<file path="src/rtl/mmss_bcd_counter_pkg.sv">
// Shared constants for the MM:SS stopwatch/timer: state encodings, digit limits
// and the default one-second timebase.
package mmss_bcd_counter_pkg;

    typedef enum logic [1:0] {
        PAUSED  = 2'd0,
        RUNNING = 2'd1,
        DONE    = 2'd2
    } state_t;

    localparam logic [3:0]  SEC_TENS_MAX     = 4'd5;
    localparam logic [3:0]  DIGIT_MAX        = 4'd9;
    localparam logic [15:0] UP_LIMIT         = 16'h9959;
    localparam logic        DIR_UP           = 1'b0;
    localparam logic        DIR_DOWN         = 1'b1;
    localparam int          DEFAULT_TICK_DIV = 100000000;

endpackage

</file>
<file path="src/rtl/mmss_bcd_counter_bcd_digit_step.sv">
// One BCD digit of the ripple counter: steps up or down by cin and reports the
// wrap to the next digit through cout.
module bcd_digit_step
    import mmss_bcd_counter_pkg::*;
(
    input  logic [3:0] digit,
    input  logic [3:0] max,
    input  logic       dir,
    input  logic       cin,
    output logic [3:0] digit_nxt,
    output logic       cout
);

    always_comb begin
        digit_nxt = digit;
        cout      = 1'b0;
        if (cin) begin
            if (dir == DIR_DOWN) begin
                if (digit == 4'd0) begin
                    digit_nxt = max;
                    cout      = 1'b1;
                end else begin
                    digit_nxt = digit - 4'd1;
                end
            end else begin
                // >= also folds any out-of-range digit back to zero
                if (digit >= max) begin
                    digit_nxt = 4'd0;
                    cout      = 1'b1;
                end else begin
                    digit_nxt = digit + 4'd1;
                end
            end
        end
    end

endmodule

</file>
<file path="src/rtl/mmss_bcd_counter.sv">
// MM:SS BCD up/down counting core with a one-second prescaler and a
// PAUSED/RUNNING/DONE control FSM driving the four display digits.
module mmss_bcd_counter
    import mmss_bcd_counter_pkg::*;
#(
    parameter int TICK_DIV = DEFAULT_TICK_DIV
) (
    input  logic       clk,
    input  logic       reset,
    input  logic       clear,
    input  logic       mode_down,
    input  logic       stop,
    input  logic [7:0] preset,
    output logic [3:0] di0,
    output logic [3:0] di1,
    output logic [3:0] di2,
    output logic [3:0] di3,
    output logic       tick,
    output logic       done,
    output logic       running
);

    localparam int PW = $clog2(TICK_DIV);

    function automatic logic [3:0] sat_bcd(input logic [3:0] n);
        return (n > DIGIT_MAX) ? DIGIT_MAX : n;
    endfunction

    state_t        state_q, state_d;
    logic [PW-1:0] presc_q, presc_d;
    logic          mode_q;
    logic [15:0]   target_q;
    logic          step_en;

    logic [3:0] cur [4];
    logic [3:0] lim [4];
    logic [3:0] nxt [4];
    logic [4:0] carry;

    logic [3:0]  pre_hi, pre_lo;
    logic [15:0] value, step_value;
    logic        presc_wrap, step_wrap;

    assign pre_hi = sat_bcd(preset[7:4]);
    assign pre_lo = sat_bcd(preset[3:0]);

    assign cur[0] = di0;
    assign cur[1] = di1;
    assign cur[2] = di2;
    assign cur[3] = di3;
    assign lim[0] = DIGIT_MAX;
    assign lim[1] = SEC_TENS_MAX;
    assign lim[2] = DIGIT_MAX;
    assign lim[3] = DIGIT_MAX;
    assign carry[0] = 1'b1;

    for (genvar i = 0; i < 4; i++) begin : g_digit
        bcd_digit_step u_step (
            .digit     (cur[i]),
            .max       (lim[i]),
            .dir       (mode_q),
            .cin       (carry[i]),
            .digit_nxt (nxt[i]),
            .cout      (carry[i+1])
        );
    end

    assign value      = {di3, di2, di1, di0};
    assign step_value = {nxt[3], nxt[2], nxt[1], nxt[0]};
    assign presc_wrap = (presc_q == PW'(TICK_DIV - 1));
    // A carry out of the minutes tens would wrap the display; treat it as terminal
    assign step_wrap  = carry[4];

    always_comb begin
        state_d = state_q;
        presc_d = presc_q;
        step_en = 1'b0;
        case (state_q)
            PAUSED: begin
                if (value == target_q)
                    state_d = DONE;
                else if (!stop)
                    state_d = RUNNING;
            end
            RUNNING: begin
                if (stop) begin
                    state_d = PAUSED;
                end else if (presc_wrap) begin
                    presc_d = '0;
                    step_en = !step_wrap;
                    if (step_wrap || step_value == target_q)
                        state_d = DONE;
                end else begin
                    presc_d = presc_q + PW'(1);
                end
            end
            DONE: begin
                presc_d = '0;
            end
            default: begin
                state_d = PAUSED;
                presc_d = '0;
            end
        endcase
        // Reload overrides any step landing in the same cycle
        if (clear) begin
            state_d = PAUSED;
            presc_d = '0;
            step_en = 1'b0;
        end
    end

    always_ff @(posedge clk or posedge reset) begin
        if (reset) begin
            state_q  <= PAUSED;
            presc_q  <= '0;
            mode_q   <= DIR_UP;
            target_q <= UP_LIMIT;
            di0      <= 4'd0;
            di1      <= 4'd0;
            di2      <= 4'd0;
            di3      <= 4'd0;
            tick     <= 1'b0;
        end else begin
            state_q <= state_d;
            presc_q <= presc_d;
            tick    <= step_en;
            if (clear) begin
                mode_q <= mode_down;
                di0    <= 4'd0;
                di1    <= 4'd0;
                if (mode_down) begin
                    di2      <= pre_lo;
                    di3      <= pre_hi;
                    target_q <= 16'h0000;
                end else begin
                    di2      <= 4'd0;
                    di3      <= 4'd0;
                    target_q <= ({pre_hi, pre_lo} == 8'h00) ? UP_LIMIT
                                                            : {pre_hi, pre_lo, 8'h00};
                end
            end else if (step_en) begin
                di0 <= nxt[0];
                di1 <= nxt[1];
                di2 <= nxt[2];
                di3 <= nxt[3];
            end
        end
    end

    assign done    = (state_q == DONE);
    assign running = (state_q == RUNNING);

endmodule

</file>
<file path="config.mk">
export PLATFORM = sky130hd
export DESIGN_NAME = mmss_bcd_counter
export DESIGN_NICKNAME = d
export VERILOG_FILES = /design/src/rtl/mmss_bcd_counter_pkg.sv /design/src/rtl/mmss_bcd_counter_bcd_digit_step.sv /design/src/rtl/mmss_bcd_counter.sv
export SDC_FILE = /design/constraint.sdc
export NUM_CORES = 1
export LEC_CHECK = 0
export BUFFER_PORTS_ARGS = -buffer_cell sky130_fd_sc_hd__buf_2
export CAP_MARGIN = 15
export CORE_AREA = 5 5 93 95
export DETAILED_ROUTE_END_ITERATION = 10
export DIE_AREA = 0 0 98 100
export GPL_TIMING_DRIVEN = 0
export PLACE_DENSITY = 0.71
export SLEW_MARGIN = 20
export SYNTH_ARGS = -nofsm -noshare
export SYNTH_HDL_FRONTEND = slang
export SYNTH_SLANG_ARGS = --single-unit
</file>
<file path="constraint.sdc">
create_clock -name clk -period 2.9 [get_ports clk]
set_clock_uncertainty 0.15 [all_clocks]
set_input_delay 0.145 -clock clk [delete_from_list [all_inputs] [get_ports clk]]
set_output_delay 0.145 -clock clk [all_outputs]
set_load 0.02 [all_outputs]
</file>
==> summary.md, run 1 <==
OpenSTA, run right after detailed placement, puts the worst setup slack at -0.536 ns. The final route contains 3927 vias. In this run the critical register-to-register path is launched from di2[0].

The H-tree was split into 2 levels. The worst setup path is captured at a flop. The worst stage delay on the critical path came out at 0.41 ns.

The run gives 2.19 nW as the static leakage. The worst path uses 101% of the clock period. The number of filler instances in the final layout was 636; the number of antenna violations at the first check in global routing was 0. The top cell types in the final layout, fill and taps aside, are nor2_1 (53), dfrtp_1 (44), nand2_1 (36). After detailed routing, the number of remaining DRC violations is 0.

Summed over all nets, the half-perimeter wirelength after detailed placement is 7.57 mm. The number of buffers created by CTS is 5, and the post-place instance area is 0.00432 mm^2. For this run, the number of Yosys warnings is 0. Synthesized net count: 512. Relative to the synthesized area, the layout overhead comes to 24.1%.

The worst-case IR drop observed on VDD is 0.220 mV. Each instance of the synthesized netlist takes up on average 8.38 um^2. Sequential elements use 34.8% of the synthesized area. The worst hold path belongs to the class input pin to flop. The number of enable flip-flop cells after synthesis came out at 0. The overall power of the completed layout was 0.00198 W; the worst-case clock buffer depth was 2. The clock-pin slew on the worst setup and hold paths works out to 0.11 ns.

The most critical setup path has its startpoint at di2[0]. Average vias per placed instance: 6.00. The number of clock sinks came out at 56.

The first TritonRoute pass finished after 5 iterations. The die is 100 um tall. The flow ran to the end, but the final reports show violations. For the total length of routed wires, the log shows 11.2 mm. The post-route netlist has 24.8% of its cells at a drive strength greater than 1. The floorplan step defined a die boundary enclosing 0.00980 mm^2. The flip-flop and latch count after synthesis is 56, and the number of input and output port buffers inserted is 30. Of the total power, registers draw 42.6%. Clock tree synthesis selected as its root buffer the cell clkbuf_8. The number of global-route vias before repair was 3893. The tools report the cell area after layout as 0.00501 mm^2.

The setup check on the worst reg-to-reg path leaves a slack of -0.03 ns. Most frequent standard cell in the layout excluding fill and tap cells: nor2_1. The logs give 29.0% for the fraction of power consumed by combinational cells and 0.893 for the final estimated routing congestion in global placement.

Of the total power, the share spent switching nets is 32.6%. The number of diodes added for antenna fixing is 0, and the minimum period implied by the final worst setup slack is 2.93 ns. Counting flops with an async set or reset pin after synthesis yields a share of 100%. The tools report the net load switching power as 0.000645 W. Setup repair after global routing could not meet its margin everywhere. Data on the critical path is required at its endpoint by 3.01 ns. The run gives 582 as the final net count. The tool flagged a number of max-cap violations equal to 0. In this run, the number of DRC markers left after iteration 0 of detailed routing was 205.

The tools report the core area as 0.00765 mm^2. The synthesized netlist occupies a cell area of 0.00404 mm^2. Cells fill 65.6% of the core in the end. The synthesized netlist cell count was 482; the pin count of the biggest net entering global routing was 57. The final count of hold timing violations was 0. The worst setup path is launched from a flop.

For the worst setup path, the data arrival time is 3.05 ns. Power spread over the standard cell area amounts to 394 mW/mm^2. The worst register-to-register path ends at state_q[1]. The internal power summed over all cells was 0.00133 W.

The logs give 0.341 GHz for the fmax and 0 for the remaining antenna violation count after routing. 32 I/O pins were placed. The insertion delay of the later-clocked pin in the worst-skew pair is 0.32 ns, and the clock share of power is 28.4%. The worst register-to-register path has a depth of 11. The slowest stage cell on the critical path was dfrtp_1. The tools report the number of distinct library cells after synthesis as 75.

Setup violations remaining at the end of the flow were counted as 2. The floorplan has 32 rows. The final reports fail on setup timing.

For the initial standard-cell utilization of the core, the log shows 52.8%. Overall track demand over capacity in global routing: 22.6%. TritonCTS built the clock tree. The logs give -0.0311 ns for the setup slack of the critical path after layout and 0 for the final-report max-slew violation count. For this run the aggregate overflow at the end of global routing stands at 0. Most used flip-flop cell after synthesis: dfrtp_1.

Following the worst setup path forward leads to its endpoint at state_q[1]. In this run the worst path has a maximum fanout of 4. The first global-routing pass estimated 18.5 mm of wire. Walking the worst path, the cells encountered are clkbuf_8 -> inv_2 -> ha_2 -> or3b_4 -> buf_6 -> a211oi_1 -> o21ai_0 -> nor4_2 -> o21bai_4 -> o31ai_4 -> and3_1. Headroom to the max-slew limit came out at 52.7%.

The die is 98 um wide. Dividing the detail-routed wire length by the instance count gives 17.1 um. The transition time of the tightest slew-check pin works out to 0.710 ns. By startpoint and endpoint, the worst setup path is classified as flop to flop.
metal layers:
metal	part of all wire, %	track usage (%)
met1	42	27.1
met2	51	40.8
met3	5.2	3.54
met4	2.2	8.73
met5	0	0
how the worst min path moves through the flow:
stage               from           end  slack, ns  depth (start not counted)
2_1_floorplan  preset[2]  target_q[10]       0.13                          2
3_3_place_gp   preset[5]  target_q[13]       0.26                          3
3_5_place_dp       reset          tick       0.16                          2
4_1_cts             stop    state_q[0]       0.02                          3
5_1_grt             stop    state_q[0]       0.03                          3
6_report            stop    state_q[0]       0.02                          3
area by class of cell:
class / instances / area [um^2] / share of cell area (%)
multi-input cells: 375 / 2660 / 53.0
flip-flops and latches: 56 / 1420 / 28.3
repair buffers: 63 / 440 / 8.78
plain buffers: 21 / 129 / 2.57
well taps: 102 / 128 / 2.55
inverters: 30 / 120 / 2.40
clock buffers: 6 / 82.6 / 1.65
clock inverters: 2 / 38.8 / 0.774
registers in the layout, summed over array words and instances, names as in the netlist:
| name | cells |
|---|---|
| state_q | 2 |
| di0 | 4 |
| presc_q | 27 |
| target_q | 9 |
| di3 | 4 |
| di1 | 4 |
| di2 | 4 |
| mode_q | 1 |
| tick | 1 |
cell families after synthesis:
kind of cell / synth area share, %
simple gates: 25.5
compound gates: 21.1
xor+xnor: 7.37
flops: 34.8
mux: 0.774
fa+ha+maj: 5.26
buf+inv: 5.14
power groups by stage:
stage	sequential (W)	clock [W]	combinational, W
after global placement	0.000862	0	0.000421
after CTS	0.000840	0.000569	0.000507
after floorplan	0.000868	0	0.000303
after global routing	0.000846	0.000605	0.000622
final	0.000842	0.000561	0.000574
after detailed placement	0.000863	0	0.000429
worst max-delay path: cells and delay by family, from the launching register on:
family,cells,cell delay (ns)
simple gates,3,0.96
compound gates,4,0.83
flops,1,0.41
buf+inv,3,0.34
fa+ha+maj,1,0.17
stage by stage:
step / std cells / setup TNS (ns) / hold WS, ns
5_1_grt: 655 / -0.307 / 0.0339
6_report: 655 / -0.0315 / 0.0154
2_1_floorplan: 482 / 0 / 0.134
4_1_cts: 648 / -0.0243 / 0.0213
3_5_place_dp: 614 / -7.98 / 0.161
3_3_place_gp: 614 / -7.20 / 0.262
cell usage after synthesis, types with 4 or more instances:
cell | count | area share, %
dfstp_2 | 5 | 3.3
nand2b_1 | 7 | 1.1
dfrtp_1 | 51 | 32
buf_2 | 4 | 0.50
nand4_1 | 9 | 1.4
a21oi_1 | 22 | 2.7
a21o_1 | 4 | 0.74
o211ai_1 | 4 | 0.74
o21ai_0 | 36 | 4.5
o21ai_1 | 9 | 1.1
xor2_1 | 24 | 5.2
and2_1 | 4 | 0.62
ha_1 | 17 | 5.3
nand2_1 | 36 | 3.3
and3_1 | 10 | 1.5
nor2_1 | 53 | 4.9
inv_1 | 28 | 2.6
a211oi_1 | 4 | 0.74
xnor2_1 | 10 | 2.2
clkbuf_1 | 15 | 1.4
nor3_1 | 7 | 0.87
nor2b_1 | 8 | 1.2
nor4_1 | 4 | 0.62
o22ai_1 | 6 | 0.93
o31ai_1 | 5 | 0.93
or3_1 | 4 | 0.62
nand3_1 | 22 | 2.7
repair_timing:
action	CTS	global route
resized for setup	41	39
pin swaps	11	21
hold buffers	6	0
setup buffers	20	7
endpoints found under the hold margin	58	0
setup endpoints to repair	31	29
(Power assumes the default switching activity.)
==> run 2: changes to the inputs <==
--- a/config.mk
+++ b/config.mk
@@ -7,12 +7,13 @@
 export LEC_CHECK = 0
 export BUFFER_PORTS_ARGS = -buffer_cell sky130_fd_sc_hd__buf_2
 export CAP_MARGIN = 15
-export CORE_AREA = 5 5 93 95
+export CORE_AREA = 5 5 100 102
 export DETAILED_ROUTE_END_ITERATION = 10
-export DIE_AREA = 0 0 98 100
+export DIE_AREA = 0 0 105 107
 export GPL_TIMING_DRIVEN = 0
-export PLACE_DENSITY = 0.71
+export PLACE_DENSITY = 0.7
 export SLEW_MARGIN = 20
 export SYNTH_ARGS = -nofsm -noshare
 export SYNTH_HDL_FRONTEND = slang
+export SYNTH_HIERARCHICAL = 1
 export SYNTH_SLANG_ARGS = --single-unit
==> summary.md, run 2 <==
The number of DRC violations after detailed routing came out at 0 (unchanged). The fraction of layout instances using a drive strength above 1 is 21.8% (-3.0 points). The run gives 545 (+13%) as the synthesized netlist cell count. The worst setup path is of the flop to flop kind. The final routed wire length divided by cell count came out at 15.2 um (-12%). nor2_1 is the most common cell in the netlist. The power per cell area was 319 mW/mm^2 (-19%).

Setup repair after global routing could not meet its margin everywhere. The number of global-route vias before repair is 4261 (+9.5%), and the total half-perimeter wirelength after legalization and detailed placement is 8.27 mm (+9.2%). The most used flip-flop cell after synthesis is dfrtp_1.

The run gives 20.8% (-1.8 points) as the overall track demand over capacity in global routing. The tightest min-delay check is of the input pin to flop type. The run gives 30.1% (-4.7 points) as the sequential-to-total area share from yosys stat. Flip-flop and latch count after synthesis: 56 (unchanged). TritonCTS built the clock tree. The library cells used most frequently in the layout, excluding fill and tap cells, are nor2_1 (56), dfrtp_1 (45), inv_1 (41). The sequential cell area came out at 0.00142 mm^2 (about the same).

Number of enable flip-flop cells after synthesis: 0 (unchanged). Following the worst setup path forward leads to its endpoint at state_q[1]. The logs give 0 (unchanged) for the final count of hold timing violations and 688 (+18%) for the final net count. The number of levels in the clock H-tree came out at 2 (unchanged). The tools report the total number of placement rows as 35 (+9.4%). The static leakage was 2.58 nW (+18%). The post-synthesis average cell area was 8.58 um^2 (+2.4%); the total length of routed wires was 11.5 mm (+2.9%).

The clock-pin slew on the worst setup and hold paths came out at 0.11 ns (about the same). The required time at the endpoint of the critical path is 2.93 ns (-0.08 ns), and the number of diodes added for antenna fixing is 0 (unchanged). The transition time of the tightest slew-check pin is 0.692 ns (-0.0174 ns).

The register with the most flip-flops in the final layout is presc_q. The portion of synthesized cell area occupied by the leading cell type is 27.3% (-4.3 points), and the average vias per placed instance is 5.84 (-2.6%). The largest registers in the layout are presc_q x27, target_q x9. The number of input and output port buffers inserted is 31 (+3.3%).

The library cell used most frequently in the layout, excluding fill and tap cells, is nor2_1. Flip-flop count of the largest register after layout: 27 (unchanged). Sorting the synthesized cells by area gives the leading types as dfrtp_1 (27%), ha_1 (6.7%), xor2_1 (6.4%). The horizontal die dimension works out to 105 um (+7.1%). The tools report the source of the critical timing path as di0[1].

The max capacitance violation total is 0 (unchanged). The height of the die was 107 um (+7.0%); the multi-input logic area was 0.00327 mm^2 (+23%). The critical path goes through ha_4 -> nand2_4 -> o21a_1 -> o21ai_2 -> and3_4 -> buf_8 -> and3_4 -> buf_8 -> and3_4 -> buf_8 -> or3b_1 -> o211ai_1 -> xor2_1 -> nor2_1 -> a41o_1 -> nand4_1 -> o31ai_1. The total number of yosys warnings is 6 (+6), and the total of endpoints with negative setup slack in the final report is 18 (+16). The flow ran to the end, but the final reports show violations. For the core area, the log shows 0.00902 mm^2 (+18%). The count of routing violations after the opening detailed-route iteration is 292 (+42%). The logs give 5 (unchanged) for the number of buffers created by CTS and 0 (unchanged) for the remaining antenna violation count after routing. The kind of start point of the critical path was a flop. The logs give 4448 (+13%) for the via count and 0.31 ns (about the same) for the insertion delay of the later-clocked pin in the worst-skew pair. The largest total area in the synthesized netlist belongs to dfrtp_1. The maximum vdd ir drop was 0.266 mV (+21%); the remaining global-route overflow was 0 (unchanged). The number of antenna violations at the first check in global routing came out at 0 (unchanged).

The depth of the worst register-to-register path is 17 (+6), and the fmax is 0.275 GHz (-19%). The worst slew slack as a fraction of its limit came out at 53.9% (+1.2 points). The final estimated routing congestion in global placement was 0.887 (-0.64%). For the top-level port count, the log shows 32 (unchanged).

The ratio of final minimum period to clock period was 125% (+24 points); the first-pass GRT wire length was 20.1 mm (+8.9%). The worst hold margin was 0.00921 ns (-0.00618 ns). The worst-case clock buffer depth came out at 2 (unchanged). The critical path data arrival time was 3.67 ns (+0.62 ns); the pin count of the biggest net entering global routing was 57 (unchanged).

The minimum period implied by the final worst setup slack is 3.63 ns (+0.701 ns). The worst register-to-register path ends at state_q[1]. The commonest cells after synthesis are nor2_1 (57), dfrtp_1 (51), inv_1 (45). The tree is rooted in a clkbuf_8. The die area is 0.0112 mm^2 (+15%). For the number of filler instances in the final layout, the log shows 821 (+29%). The tools report the worst reg2reg path startpoint as di0[1].

The number of iterations in the first detailed-routing pass is 5 (unchanged). The share of async-settable or async-resettable flops after synthesis is 100% (unchanged), and the number of distinct library cells after synthesis is 64 (-15%). The setup slack of the critical path after layout was -0.732 ns (-0.701 ns). The final-report max-slew violation count is 0 (unchanged). The capturing element type of the critical path was a flop. The final reports fail on setup timing.

Initial standard-cell utilization of the core: 51.8% (-1.0 points). The synthesized cell area is 0.00468 mm^2 (+16%). On the critical path, the stage with the largest delay is an instance of dfrtp_2. The reg-to-reg setup timing slack came out at -0.73 ns (-0.70 ns). The maximum net fanout on the critical path was 5 (+1); the number of clock sinks was 56 (unchanged).

The worst stage delay on the critical path came out at 0.46 ns (+0.05 ns). From synthesis to final layout, the design area changed by 20.7%. The utilization of the core after routing is 62.5% (-3.0 points).
-- run 2: through the flow --
stage	setup TNS, ns	power, W	area (um^2)	worst slack, ns	std cells
after floorplan	-7.11	0.00120	4880	-0.654	581
after global placement	-12.66	0.00130	5180	-0.943	723
after global routing	-8.19	0.00191	5640	-0.839	762
final	-5.75	0.00180	5640	-0.732	762
after detailed placement	-13.57	0.00132	5180	-1.00	723
after CTS	-7.26	0.00180	5580	-0.693	757
-- run 2: area by class of cell --
class                      count  share of cell area, %
multi-input combinational    463                   57.9
sequential                    56                   25.1
timing repair buffer          62                   7.56
inverter                      45                   3.08
tap                          111                   2.46
buffer                        17                   2.20
clock buffer                   6                   1.46
clock inverter                 2                  0.244
-- run 2: per-layer routing --
| layer | wire length, um | up-vias | global-route usage (%) |
|---|---|---|---|
| met1 | 5560 | 2140 | 30.0 |
| li1 | - | 2173 | - |
| met4 | 149 | 0 | 4.47 |
| met2 | 5290 | 116 | 33.0 |
| met3 | 550 | 19 | 3.13 |
| met5 | 0 | - | 0 |
-- run 2: kinds of logic (layout without fill, tap and decap cells) --
kind of cell	count (synthesis)	in the layout	synth area share [%]
fa+ha+maj	25	25	6.69
flops	56	56	30.1
mux	3	3	0.669
other cells	2	38	0.161
buf+inv	62	132	5.32
simple gates	230	230	28.5
xor+xnor	40	40	7.49
compound gates	127	127	21.0
-- run 2: power by group --
group	switching, W	internal, W
Sequential	0.0000484	0.000807
Clock	0.000258	0.000196
Combinational	0.000285	0.000203
Total	0.000591	0.00121
-- run 2: critical path, delay by kind of cell (launching register included) --
family / cells / cell delay, ns
and+or+nand+nor: 7 / 1.12
AOI/OAI and AO/OA: 5 / 0.95
DFF: 1 / 0.46
buffers and inverters: 3 / 0.30
adders and majority gates: 1 / 0.29
xor gates and xnor gates: 1 / 0.23
-- run 2: worst min path at each step --
| stage | start | end | slack, ns | depth (start not counted) |
|---|---|---|---|---|
| after floorplan | preset[2] | target_q[10] | 0.14 | 2 |
| after global placement | preset[2] | target_q[10] | 0.28 | 3 |
| after detailed placement | reset | tick | 0.17 | 2 |
| after CTS | preset[4] | di3[0] | 0.003 | 3 |
| after global routing | preset[4] | di3[0] | 0.01 | 3 |
| final | preset[4] | di3[0] | 0.009 | 3 |
-- run 2: repair_timing --
item | 4_1_cts | 5_1_grt
hold buffers | 8 | 0
pin swaps | 8 | 9
endpoints found under the setup margin | 19 | 19
gates cloned | 2 | 0
endpoints found under the hold margin | 58 | 0
resized for setup | 16 | 7
setup buffers | 16 | 5
==> run 3: changes to the inputs <==
--- a/config.mk
+++ b/config.mk
@@ -7,11 +7,11 @@
 export LEC_CHECK = 0
 export BUFFER_PORTS_ARGS = -buffer_cell sky130_fd_sc_hd__buf_2
 export CAP_MARGIN = 15
-export CORE_AREA = 5 5 100 102
+export CORE_AREA = 5 5 91 110
 export DETAILED_ROUTE_END_ITERATION = 10
-export DIE_AREA = 0 0 105 107
+export DIE_AREA = 0 0 96 115
 export GPL_TIMING_DRIVEN = 0
-export PLACE_DENSITY = 0.7
+export PLACE_DENSITY = 0.71
 export SLEW_MARGIN = 20
 export SYNTH_ARGS = -nofsm -noshare
 export SYNTH_HDL_FRONTEND = slang
==> summary.md, run 3 (synthesis gave the netlist of run 2 again) <==
The run gives 0.0110 mm^2 (-1.7%) as the die area. The run gives 2.63 nW (+1.7%) as the static leakage. The critical path is of the flop to flop type. The worst setup timing slack at the placement stage was -1.10 ns (-0.0967 ns). The most frequent standard cell in the layout excluding fill and tap cells is nor2_1. The initial standard-cell utilization of the core was 52.9% (+1.0 points).

Power per cell area: 329 mW/mm^2 (+3.3%). The final estimated routing congestion in global placement is 0.854 (-3.7%), and the minimum period implied by the final worst setup slack is 3.67 ns (+0.0412 ns). The checks that failed: setup timing.

The tools report the number of levels in the clock H-tree as 2 (unchanged). TritonCTS built the clock tree. Leaving out fill and tap cells, the most frequent cells in the layout are nor2_1 (56), dfrtp_1 (45), inv_1 (41). The remaining antenna violation count after routing is 0 (unchanged). The tools report the insertion delay of the later-clocked pin in the worst-skew pair as 0.32 ns (about the same). The final net count was 693 (+0.73%); the total number of placement rows was 38 (+8.6%).

The first-pass GRT wire length was 20.9 mm (+3.9%). Largest register by flop count: presc_q. STA classifies the critical path endpoint as a flop.

The number of global-route vias before repair is 4487 (+5.3%). The count of routing violations after the opening detailed-route iteration was 301 (+3.1%); the fmax was 0.272 GHz (-1.1%). The run gives 0 (unchanged) as the number of diodes added for antenna fixing. The worst slew slack as a fraction of its limit is 51.5% (-2.4 points), and the average vias per placed instance is 5.76 (-1.4%). For the core area, the log shows 0.00884 mm^2 (-2.0%).

The worst-case clock buffer depth is 2 (unchanged), and the transition time of the tightest slew-check pin is 0.725 ns (+0.0329 ns). Setup repair after global routing could not meet its margin everywhere. The buffer type at the clock tree root is clkbuf_8.

In the final layout, the registers with the most flip-flops are presc_q x27, target_q x9. The worst hold margin is 0.0156 ns (+0.00641 ns), and the remaining global-route overflow is 0 (unchanged). In this run the worst hold path is classified as input pin to flop.

The total length of routed wires was 12.1 mm (+4.9%); the final-report max-slew violation count was 0 (unchanged). The number of filler instances in the final layout is 794 (-3.3%), and the number of antenna violations at the first check in global routing is 0 (unchanged). The number of DRC violations after detailed routing came out at 0 (unchanged). The number of non-filler instances in the completed layout is 776 (+1.8%). The run gives 0 (unchanged) as the final count of hold timing violations. The flow ran to the end, but the final reports show violations. The ratio of final minimum period to clock period is 127% (+1.4 points), and the setup slack of the critical path after layout is -0.774 ns (-0.0412 ns). The flip-flop count of the largest register after layout was 27 (unchanged). The pin count of the biggest net entering global routing came out at 57 (unchanged). Cell area after layout: 0.00574 mm^2 (+1.8%).

The clock-pin slew on the worst setup and hold paths is 0.11 ns (about the same), and the number of iterations in the first detailed-routing pass is 4 (-1). The synthesis-to-finish area growth came out at 22.8%. The run gives 27.8% (+2.5 points) as the clock share of power.

The required time at the endpoint of the critical path is 2.95 ns (+0.02 ns). The total half-perimeter wirelength after legalization and detailed placement is 8.74 mm (+5.7%), and the share of total power in sequential cells is 45.3% (-2.3 points). The number of cells in the design after placement is 732 (+1.2%), and the number of input and output port buffers inserted is 31 (unchanged).

The final routed wire length divided by cell count came out at 15.6 um (+3.0%). Post-place instance area: 0.00519 mm^2 (+0.22%). The via count was 4466 (+0.40%); the fraction of layout instances using a drive strength above 1 was 23.2% (+1.4 points). The height of the die came out at 115 um (+7.5%). STA classifies the critical path startpoint as a flop. The horizontal die dimension works out to 96 um (-8.6%). Number of clock sinks: 56 (unchanged). The critical path data arrival time was 3.73 ns (+0.06 ns). The max capacitance violation total is 0 (unchanged).

The total of endpoints with negative setup slack in the final report was 19 (+1). Maximum net fanout on the critical path: 6 (+1). Internal power summed over all cells: 0.00128 W (+5.9%).

The number of buffers created by CTS is 5 (unchanged), and the net load switching power is 0.000612 W (+3.5%). For the maximum vdd ir drop, the log shows 0.345 mV (+30%). The switching fraction of total power works out to 32.4% (-0.50 points). The run gives 26.9% (-0.2 points) as the fraction of power consumed by combinational cells. Overall track demand over capacity in global routing: 23.4% (+2.6 points). Top-level port count: 32 (unchanged).
run 3: cell count changes in the layout (fill, tap and decap cells not counted), sizes merged:
cell,delta
buf,+8
clkbuf,-4
bufinv,+1
clkinvlp,+1
inv,-1
run 3: what timing repair did:
action | 4_1_cts | 5_1_grt
hold endpoints to repair | 60 | 0
hold buffers | 8 | 0
buffers inserted | 19 | 8
pin swaps | 11 | 10
gates cloned | 1 | 0
endpoints found under the setup margin | 19 | 19
resized for setup | 18 | 14
run 3: routing by layer:
| metal | vias up | share of wire [%] | track usage (%) |
|---|---|---|---|
| li1 | 2183 | - | - |
| met1 | 2177 | 41 | 27.6 |
| met2 | 81 | 54 | 43.4 |
| met3 | 25 | 2.8 | 2.95 |
| met4 | 0 | 2.1 | 6.83 |
| met5 | - | 0 | 0 |
run 3: layout make-up:
cell class              count  area [um^2]  share of cell area, %
multi-input cells         463         3300                   57.4
flip-flops and latches     56         1420                   24.6
repair buffers             67          469                   8.17
inverters                  45          174                   3.03
well taps                 120          150                   2.61
plain buffers              17          125                   2.18
clock buffers               5         68.8                   1.20
clock inverters             3         42.5                  0.741
run 3: path summary, 6_finish.rpt:
check	start	to	slack [ns]	cells past startpoint
hold / removal	preset[0]	target_q[8]	0.02	3
setup / recovery	di0[1]	state_q[1]	-0.77	18
max in group asynchronous	reset	di0[3]	1.77	3
setup reg to reg	di0[1]	state_q[1]	-0.77	18
min in group asynchronous	reset	presc_q[13]	0.35	3
hold reg to reg	target_q[6]	target_q[6]	0.40	2
run 3: critical path, cell delays in order (launching register included):
cell and delay, ns:
dfrtp_2 0.47, ha_4 0.29, nand2_4 0.04, o21a_1 0.21
o21ai_2 0.16, and3_4 0.22, buf_8 0.10, and3_4 0.19
buf_8 0.10, and3_4 0.20, buf_8 0.11, or3b_1 0.33
o211ai_1 0.19, buf_4 0.16, xor2_1 0.16, nor2_1 0.07
a41o_1 0.21, nand4_1 0.12, o31ai_2 0.07
run 3: per-stage QoR:
| step | utilization, % | setup TNS, ns | power, W |
|---|---|---|---|
| CTS | 63.7 | -7.84 | 0.00187 |
| global route | 64.9 | -9.44 | 0.00199 |
| detailed placement | 58.7 | -14.24 | 0.00132 |
| floorplan | - | -7.11 | 0.00120 |
| global placement | 58.7 | -13.13 | 0.00130 |
| finish | 64.9 | -7.24 | 0.00189 |
run 3: power groups by stage:
| stage | Combinational [W] | Clock, W | Sequential (W) |
|---|---|---|---|
| final | 0.000508 | 0.000525 | 0.000856 |
| after global routing | 0.000563 | 0.000562 | 0.000862 |
| after CTS | 0.000481 | 0.000537 | 0.000855 |
| after detailed placement | 0.000448 | 0 | 0.000870 |
| after global placement | 0.000434 | 0 | 0.000869 |
| after floorplan | 0.000332 | 0 | 0.000867 |
